<file path="src/rtl/hires_blit_master.sv">
// rtl/hires_blit_master.sv - rectangle blit master driving the hires port decoder
//
// Purpose: streams a rectangle of pixel bytes to (write) or from (read) the hires
// graphics port. Each command programs the options port, then per row sets X and
// Y and moves w data bytes through port 0x82 using the port's x auto-increment.
//
// Ports:
//   clk, srst                      clock, synchronous active-high reset
//   cmd_valid/cmd_ready            command handshake
//   cmd_rd, cmd_gfx                direction (1 = read) and options bit0
//   cmd_x, cmd_y, cmd_w, cmd_h     rectangle origin and 1-based size
//   din/din_valid/din_ready        write pixel-byte stream in
//   dout/dout_valid/dout_ready     read pixel-byte stream out
//   TRS_A, TRS_D                   port address / data to the decoder
//   TRS_OUT, TRS_IN                active-low port-write / port-read qualifiers
//   io_access                      one-cycle strobe at the start of a bus cycle
//   hires_dout, hires_dout_rdy     read data returned by the port and its valid
//   busy, done, err                busy level, done pulse, sticky read timeout
`timescale 1ns/1ps
module hires_blit_master #(
  parameter int BUS_HOLD   = 4,
  parameter int RD_TIMEOUT = 15
) (
  input  logic       clk,
  input  logic       srst,
  input  logic       cmd_valid,
  output logic       cmd_ready,
  input  logic       cmd_rd,
  input  logic       cmd_gfx,
  input  logic [6:0] cmd_x,
  input  logic [7:0] cmd_y,
  input  logic [6:0] cmd_w,
  input  logic [7:0] cmd_h,
  input  logic [7:0] din,
  input  logic       din_valid,
  output logic       din_ready,
  output logic [7:0] dout,
  output logic       dout_valid,
  input  logic       dout_ready,
  output logic [8:0] TRS_A,
  output logic [7:0] TRS_D,
  output logic       TRS_OUT,
  output logic       TRS_IN,
  output logic       io_access,
  input  logic [7:0] hires_dout,
  input  logic       hires_dout_rdy,
  output logic       busy,
  output logic       done,
  output logic       err
);

  localparam logic [3:0] S_IDLE  = 4'd0;
  localparam logic [3:0] S_OPT   = 4'd1;
  localparam logic [3:0] S_SETX  = 4'd2;
  localparam logic [3:0] S_SETY  = 4'd3;
  localparam logic [3:0] S_DWAIT = 4'd4;
  localparam logic [3:0] S_DBUS  = 4'd5;
  localparam logic [3:0] S_RWAIT = 4'd6;
  localparam logic [3:0] S_OWAIT = 4'd7;
  localparam logic [3:0] S_DONE  = 4'd8;

  localparam logic [3:0]  HOLD_LAST = 4'(BUS_HOLD - 1);
  // Timeout fires at the end of the cycle RD_TIMEOUT-1 cycles after io_access,
  // so err is visible exactly RD_TIMEOUT cycles after the strobe.
  localparam logic [15:0] TMO_LAST  = 16'(RD_TIMEOUT - 1);

  logic [3:0]  r_state;
  logic [3:0]  r_cnt;
  logic [15:0] r_tcnt;
  logic        r_rd;
  logic        r_gfx;
  logic [6:0]  r_x;
  logic [7:0]  r_y;
  logic [6:0]  r_w;
  logic [7:0]  r_h;
  logic [6:0]  r_col;
  logic [7:0]  r_row;
  logic [7:0]  r_data;
  logic        r_got;
  logic [7:0]  r_dout;
  logic        r_err;

  logic [3:0]  w_state_nxt;
  logic [3:0]  w_after_byte;
  logic        w_hold_end;
  logic        w_last_col;
  logic        w_last_row;
  logic        w_bus;

  assign w_hold_end = (r_cnt == HOLD_LAST);
  assign w_last_col = (r_col == r_w - 7'd1);
  assign w_last_row = (r_row == r_h - 8'd1);
  assign w_bus      = (r_state == S_OPT) || (r_state == S_SETX) ||
                      (r_state == S_SETY) || (r_state == S_DBUS);

  // Where to go once a data byte has fully moved: next column, next row or done.
  assign w_after_byte = !w_last_col ? (r_rd ? S_DBUS : S_DWAIT) :
                        (w_last_row ? S_DONE : S_SETX);

  always_comb begin
    w_state_nxt = r_state;
    case (r_state)
      S_IDLE:  if (cmd_valid) w_state_nxt = (cmd_w == 7'd0 || cmd_h == 8'd0) ? S_DONE : S_OPT;
      S_OPT:   if (w_hold_end) w_state_nxt = S_SETX;
      S_SETX:  if (w_hold_end) w_state_nxt = S_SETY;
      S_SETY:  if (w_hold_end) w_state_nxt = r_rd ? S_DBUS : S_DWAIT;
      S_DWAIT: if (din_valid) w_state_nxt = S_DBUS;
      S_DBUS: begin
        if (w_hold_end) begin
          if (r_rd) w_state_nxt = (r_got || hires_dout_rdy) ? S_OWAIT : S_RWAIT;
          else      w_state_nxt = w_after_byte;
        end
      end
      S_RWAIT: if (hires_dout_rdy || r_tcnt >= TMO_LAST) w_state_nxt = S_OWAIT;
      S_OWAIT: if (dout_ready) w_state_nxt = w_after_byte;
      S_DONE:  w_state_nxt = S_IDLE;
      default: w_state_nxt = S_IDLE;
    endcase
  end

  always_ff @(posedge clk) begin
    if (srst) begin
      r_state <= S_IDLE;
      r_cnt   <= '0;
      r_tcnt  <= '0;
      r_rd    <= 1'b0;
      r_gfx   <= 1'b0;
      r_x     <= '0;
      r_y     <= '0;
      r_w     <= '0;
      r_h     <= '0;
      r_col   <= '0;
      r_row   <= '0;
      r_data  <= '0;
      r_got   <= 1'b0;
      r_dout  <= '0;
      r_err   <= 1'b0;
    end else begin
      r_state <= w_state_nxt;
      // Hold counter restarts on every state change; all bus states have
      // distinct successors, so this marks the first cycle of each bus cycle.
      r_cnt   <= (w_state_nxt != r_state) ? 4'd0 : r_cnt + 4'd1;
      case (r_state)
        S_IDLE: begin
          if (cmd_valid) begin
            r_rd  <= cmd_rd;
            r_gfx <= cmd_gfx;
            r_x   <= cmd_x;
            r_y   <= cmd_y;
            r_w   <= cmd_w;
            r_h   <= cmd_h;
            r_col <= '0;
            r_row <= '0;
            r_err <= 1'b0;
          end
        end
        S_DWAIT: if (din_valid) r_data <= din;
        S_DBUS: begin
          r_tcnt <= r_tcnt + 16'd1;
          if (r_rd && hires_dout_rdy) begin
            r_data <= hires_dout;
            r_got  <= 1'b1;
          end
          if (w_hold_end) begin
            if (r_rd) begin
              if (hires_dout_rdy)  r_dout <= hires_dout;
              else if (r_got)      r_dout <= r_data;
            end else begin
              if (w_last_col) begin
                r_col <= '0;
                if (!w_last_row) r_row <= r_row + 8'd1;
              end else begin
                r_col <= r_col + 7'd1;
              end
            end
          end
        end
        S_RWAIT: begin
          r_tcnt <= r_tcnt + 16'd1;
          if (hires_dout_rdy) begin
            r_dout <= hires_dout;
          end else if (r_tcnt >= TMO_LAST) begin
            r_err  <= 1'b1;
            r_dout <= 8'h00;
          end
        end
        S_OWAIT: begin
          if (dout_ready) begin
            if (w_last_col) begin
              r_col <= '0;
              if (!w_last_row) r_row <= r_row + 8'd1;
            end else begin
              r_col <= r_col + 7'd1;
            end
          end
        end
        default: ;
      endcase
      if (w_state_nxt == S_DBUS && r_state != S_DBUS) begin
        r_tcnt <= '0;
        r_got  <= 1'b0;
      end
    end
  end

  // Bus lines decode directly from state so an abort reaches the idle values
  // on the same edge that reset takes effect.
  always_comb begin
    TRS_A   = 9'h000;
    TRS_D   = 8'h00;
    TRS_OUT = 1'b1;
    TRS_IN  = 1'b1;
    case (r_state)
      S_OPT: begin
        TRS_A   = 9'h083;
        TRS_D   = r_rd ? {7'b1110000, r_gfx} : {7'b1011000, r_gfx};
        TRS_OUT = 1'b0;
      end
      S_SETX: begin
        TRS_A   = 9'h080;
        TRS_D   = {1'b0, r_x};
        TRS_OUT = 1'b0;
      end
      S_SETY: begin
        TRS_A   = 9'h081;
        TRS_D   = r_y + r_row;
        TRS_OUT = 1'b0;
      end
      S_DBUS: begin
        TRS_A = 9'h082;
        if (r_rd) begin
          TRS_IN = 1'b0;
        end else begin
          TRS_D   = r_data;
          TRS_OUT = 1'b0;
        end
      end
      default: ;
    endcase
  end

  assign io_access  = w_bus && (r_cnt == 4'd0);
  assign cmd_ready  = (r_state == S_IDLE);
  assign busy       = (r_state != S_IDLE);
  assign done       = (r_state == S_DONE);
  assign din_ready  = (r_state == S_DWAIT);
  assign dout_valid = (r_state == S_OWAIT);
  assign dout       = r_dout;
  assign err        = r_err;

endmodule
</file>
<file path="config.mk">
export PLATFORM = sky130hd
export DESIGN_NAME = hires_blit_master
export DESIGN_NICKNAME = d
export VERILOG_FILES = /design/src/rtl/hires_blit_master.sv
export SDC_FILE = /design/constraint.sdc
export NUM_CORES = 1
export LEC_CHECK = 0
export BUFFER_PORTS_ARGS = -buffer_cell sky130_fd_sc_hd__buf_2
export CORE_UTILIZATION = 45
export CTS_BUF_LIST = sky130_fd_sc_hd__clkbuf_4
export CTS_CLUSTER_SIZE = 16
export DETAILED_ROUTE_END_ITERATION = 6
export PLACE_DENSITY = 0.66
export SETUP_SLACK_MARGIN = 0.5
export SYNTH_ARGS = -nofsm -noshare
export SYNTH_HDL_FRONTEND = slang
export SYNTH_SLANG_ARGS = --single-unit
</file>
<file path="constraint.sdc">
create_clock -name clk -period 3.8 [get_ports clk]
set_input_delay 0.19 -clock clk [delete_from_list [all_inputs] [get_ports clk]]
set_output_delay 0.19 -clock clk [all_outputs]
set_load 0.01 [all_outputs]
</file>
Yosys cells after proc, flatten, opt, wreduce, memory -nomap -nowiden:

Cells that the tools add are included.

* register bits after elaboration: 89
* input port bits: 54
* output and inout port bits: 34
* word-level logic and storage cells: 126

* add/sub/neg operators: 7
* $lt $le $gt $ge: 1
* equality and inequality tests: 25
* muxes and demuxes: 50
* reductions and logical operators: 28

Operator list (count)
* $mux W8: 15
* $pmux W8 S4: 2
* $mux W4: 12
* $mux W7: 6
* $pmux W4 S8: 1
* $pmux W8 S2: 2
* $pmux W8 S3: 1
* $pmux W7 S3: 1
* $eq A4 B3 Y1 const B: 5
* $add A16 B1 Y16 const B: 1
* $ge A16 B4 Y1 const B: 1
* $ne A2 B2 Y1 const B: 7
* $eq A4 B2 Y1 const B: 3
* $reduce_and A5 Y1: 2
* $add A8 B1 Y8 const B: 1
* $add A8 B8 Y8: 1
* $eq A8 B8 Y1: 1
* $logic_not A4 Y1: 2
* $logic_not A8 Y1: 1
* $mux W1: 8
* $sub A8 B1 Y8 const B: 1
* $add A7 B1 Y7 const B: 1
* $eq A7 B7 Y1: 1
* $logic_not A7 Y1: 1
* other kinds (19): 34

Logic depth before layout (Yosys ltp):

* word-level depth: 10
* gate-level depth with buffers: 12
* mapped depth without buffers: 9

Least setup slack after synthesis:

OpenSTA, ideal clock, no wires.

* path kind: reg-to-reg
* start: register r_h[0]
* end: register r_tcnt[10]
* library setup time: 132 ps
* arrival time: 2540 ps
* data required time: 3668 ps
* setup slack: 1128 ps
* stages on the path, launching flop included: 11
* path buffers: 1
* clock period less this slack: 2672 ps
* cells stage by stage: dfxtp_1 inv_1 ha_1 o21ba_2 a221oi_1 a41o_1 nand4_1 a22o_1 a2111oi_4 buf_6 nor3_1

* cells in the longest elaborated chain, start to end: 10

RTL lines
* start: declaration: RTL line 75 `logic [7:0] r_h;`
* start signal: assignment: RTL line 151 `r_h <= cmd_h;`
* $sub A8 B1 Y8 *: RTL line 92 `assign w_last_row = (r_row == r_h - 8'd1);`
* $eq A8 B8 Y1 *: RTL line 92
* $mux W4 *: RTL line 98 `(w_last_row ? S_DONE : S_SETX);`
* $mux W4 *: RTL line 97 `assign w_after_byte = !w_last_col ? (r_rd ? S_DBUS : S_DWAIT) :`
* $mux W4: RTL line 110 `if (r_rd) w_state_nxt = (r_got || hires_dout_rdy) ? S_OWAIT : S_RWAIT;`
* $mux W4: RTL line 109 `if (w_hold_end) begin`
* $pmux W4 S8 *: RTL line 102 `case (r_state)`
* $eq A4 B3 Y1 *: RTL line 199 `if (w_state_nxt == S_DBUS && r_state != S_DBUS) begin`
* $logic_and A1 B1 Y1 *: RTL line 199
* $reduce_or A2 Y1 (no line) *
* end signal: assignment: RTL line 159 `r_tcnt <= r_tcnt + 16'd1;`
* end signal: assignment: RTL line 179 `r_tcnt <= r_tcnt + 16'd1;`
* end: declaration: RTL line 69 `logic [15:0] r_tcnt;`

Mark *: on every way between the ends. The rest lies on a longest branch, timed or not.
A chain may end at the register's enable or synchronous reset.

Worst setup path after layout:

* start: register r_row[1]
* end: output TRS_D[7]

* cells in the longest elaborated chain, start to end: 2

RTL lines
* start: declaration: RTL line 77 `logic [7:0] r_row;`
* start signal: assignment: RTL line 171 `if (!w_last_row) r_row <= r_row + 8'd1;`
* start signal: assignment: RTL line 191 `if (!w_last_row) r_row <= r_row + 8'd1;`
* $add A8 B8 Y8: RTL line 226 `TRS_D = r_y + r_row;`
* $pmux W8 S4: RTL line 213 `case (r_state)`
* end: declaration: RTL line 41 `output logic [7:0] TRS_D,`

Every way passes these cells.

==> run metrics <==
hpwl dp 9.90 mm; Switching Share 29.3%; post-synth cell types 65; GRT Util Overall 24.4%; setup ws final 0.759 ns; number of setup buffers added after CTS 0; initial antenna violation count 0; Crit Path Max Fanout 8; vias in the first global route 4734; Detail Route Antenna Nets 0; Cell Int Power 1.52 mW; Max-Cap Viols 0; status finished, final reports clean; post-synthesis mux area share 2.41%; total gr overflow 0; Slowest-stage cell, CP dfxtp_1; Reg area 1780 sq um; IO Count 88; antenna cells 0; WP data required 3.61 ns; via count 4894; CTS tree built; Slew Viols, Final 0; DR vias/cell 5.56; placed insts 826; Setup Viol. Count Final 0; Mapped Area 5100 sq um; WS Path Type reg -> out; RSZ-0062 raised after global routing false; Setup WS pre-CTS 0.862 ns; 1st-iter DRT viols 426; crit path cell chain ha_1, a21o_1, a21oi_1, o21bai_1, a21oi_1, o21ai_0, xnor2_1, o32ai_1, buf_2; Fin. Hold Viols 0; min Tclk post-route 3.04 ns; final WL 13.8 mm; peak supply drop 0.222 mV; Seq/Total Area, Yosys 35.0%; Root Buffer clkbuf_4; Peak Freq 0.329 GHz; std cell rows 38; area of the multi-input gates 3080 sq um; total CTS buffers 9; fin crit share 80.0%; Synth Warn # 0; Psw 0.629 mW; Comb power frac 20.7%; Worst Max-Slew Pin Slew 0.911 ns; Worst Path Buf+Inv 1; Worst Skew 0.0136 ns; RePlAce Congestion 0.896; Hold/Removal Path Class in -> reg; register bit total from synthesis 89; CP Capture Type output port; clock sink count 89; CP Launch Type register; Data arrival, critical path 2.85 ns; Setup Total Neg Slack 0 ns; Die Area 11800 sq um; Mapped Avg Cell Area 8.04 sq um; largest net degree at the start of global routing 48; XOR/XNOR Fraction of Synth Area 9.04%; PD cells 351 nW/um^2; Die Span Y 108 um; Pre-antenna DRT Iters 7; relative slew slack 39.2%; Post-synth EDFFs 0; main flop type after synthesis dfxtp_1; I/O Buffers 81; FFs w/ async S/R, synth 0%; share of layout cells above drive strength 1 15.8%; clk buf depth 2; Finished Layout Cells 880; post-cts resize count 0; H-tree levels 3; delay-heaviest family, CP compound AO/OA/AOI/OAI gates; adder and majority gate portion of the synthesized area 4.08%; complex-gate fraction of the synthesized area 17.3%; global-route wire length before repair 22.4 mm; Reg clk slew, reported paths 0.14 ns; Reg power frac 47.6%; Layout Nets 805; Die W 108 um; largest family of logic cells by synthesized area simple AND/OR/NAND/NOR gates; fillcell total 1042; largest stage delay on the critical path 0.55 ns; core area 10900 sq um; crit-path most repeated cell a21oi_1; Leakage 2.40 nW; Initial Util 46.6%; clock share of power 31.7%; Layout area overhead 20.1%; Synth Area in Simple Gates 27.2%; DRC violations left 0; drt wl/cell 15.7 um; cell count after synthesis 634; Clk Latency, worst-skew pair 0.46 ns
==> cell usage in the layout, fill, tap and decap left out, types with 13 or more instances in the layout <==
| cell type | count |
|---|---|
| nor2_1 | 51 |
| dfxtp_1 | 89 |
| xnor2_1 | 25 |
| nand3_1 | 21 |
| xor2_1 | 25 |
| a211oi_1 | 13 |
| a21oi_1 | 51 |
| inv_1 | 16 |
| dlygate4sd3_1 | 38 |
| nor3_1 | 27 |
| buf_2 | 81 |
| nand2_1 | 101 |
| ha_1 | 15 |
==> power groups by stage <==
stage	Sequential (mW)	Clock (mW)	Combinational (mW)
floorplan	1.02	0	0.306
global placement	1.04	0	0.403
detailed placement	1.04	0	0.410
CTS	1.02	0.690	0.441
global route	1.03	0.723	0.491
finish	1.02	0.681	0.444
==> synth_stat cells, drive strengths merged, types with 3 or more instances <==
cell type | n | share of area, %
o211ai | 4 | 0.59
o21ai | 12 | 1.2
inv | 16 | 1.2
xor2 | 25 | 4.3
mux2i | 10 | 2.0
nor4b | 4 | 0.93
a22oi | 4 | 0.59
a22o | 4 | 0.69
and3 | 8 | 0.98
xnor2 | 25 | 4.3
nand3b | 9 | 1.3
clkbuf | 24 | 1.8
o21ba | 3 | 0.59
ha | 15 | 3.7
nand2b | 9 | 1.1
nand2 | 101 | 7.4
o2111ai | 3 | 0.52
a2111oi | 3 | 0.88
a311oi | 8 | 1.4
o21bai | 3 | 0.44
nand3 | 21 | 2.1
or4 | 7 | 1.0
dfxtp | 89 | 35
nor4 | 13 | 1.8
buf | 17 | 2.0
a211oi | 13 | 1.9
a21oi | 51 | 5.0
nor2b | 7 | 0.86
nor3 | 29 | 3.0
nor3b | 3 | 0.44
nand4 | 10 | 1.2
nor2 | 51 | 3.8
==> registers in the layout, indices dropped and copies added, names as in the netlist <==
signal,count
r_data,8
r_row,8
r_h,8
r_y,8
r_got,1
err,1
dout,8
r_col,7
r_w,7
r_cnt,4
r_tcnt,16
r_gfx,1
r_state,4
r_rd,1
r_x,7
==> worst register-to-register path: cells and delay by family (launching register included) <==
kind,cells,cell delay [ns]
AND/OR/NAND/NOR,3,1.07
flip-flops,1,0.46
buffers and inverters,2,0.31
adder cells (fa/ha/maj),1,0.27
AO/OA/AOI/OAI,4,0.85
==> worst paths after layout <==
path	start	end	slack, ns	depth (start not counted)
max reg2reg	r_w[0]$_SDFFE_PP0P_	r_row[7]$_SDFFE_PP0P_	0.78	10
min reg2reg	r_y[4]$_SDFFE_PP0P_	r_y[4]$_SDFFE_PP0P_	0.47	2
min	hires_dout[0]	dout[0]$_SDFFE_PP0P_	0.01	3
max	r_row[1]$_SDFFE_PP0P_	TRS_D[7]	0.76	9
==> area by class of cell <==
class                           instances  share of cell area [%]
Multi-Input combinational cell        493                    50.3
Sequential cell                        89                    29.1
Timing Repair Buffer                  126                    13.7
Tap cell                              140                    2.86
Clock inverter                          5                    1.70
Clock buffer                           11                    1.35
Inverter                               16                   0.981
==> metal layers <==
metal  vias up  share of wire [%]  GRT usage [%]
li1       2445                  -              -
met1      2291                 45           29.9
met2       126                 47           40.5
met3        32                4.9           6.03
met4         0                3.2           10.5
met5         -                  0              0
==> through the flow <==
step	hold WS (ns)	util [%]	total power, mW	cell area (sq um)
detailed placement	0.445	50.8	1.45	5560
CTS	0.00283	55.8	2.15	6100
global placement	0.432	50.8	1.44	5560
floorplan	0.326	-	1.33	5110
finish	0.0117	56.0	2.15	6120
global route	0.00299	56.0	2.24	6120
==> repair_timing <==
action,in CTS,in global routing
endpoints found under the hold margin,36,2
hold buffers,36,2
endpoints found under the setup margin,0,0
==> cell families after synthesis <==
logic type	after synthesis
AND/OR/NAND/NOR	279
AO/OA/AOI/OAI	129
flip-flops	89
buffers and inverters	57
XOR/XNOR	51
adder cells (fa/ha/maj)	16
multiplexers	12
other	1
Note: power is estimated with default switching activity, not from simulation.
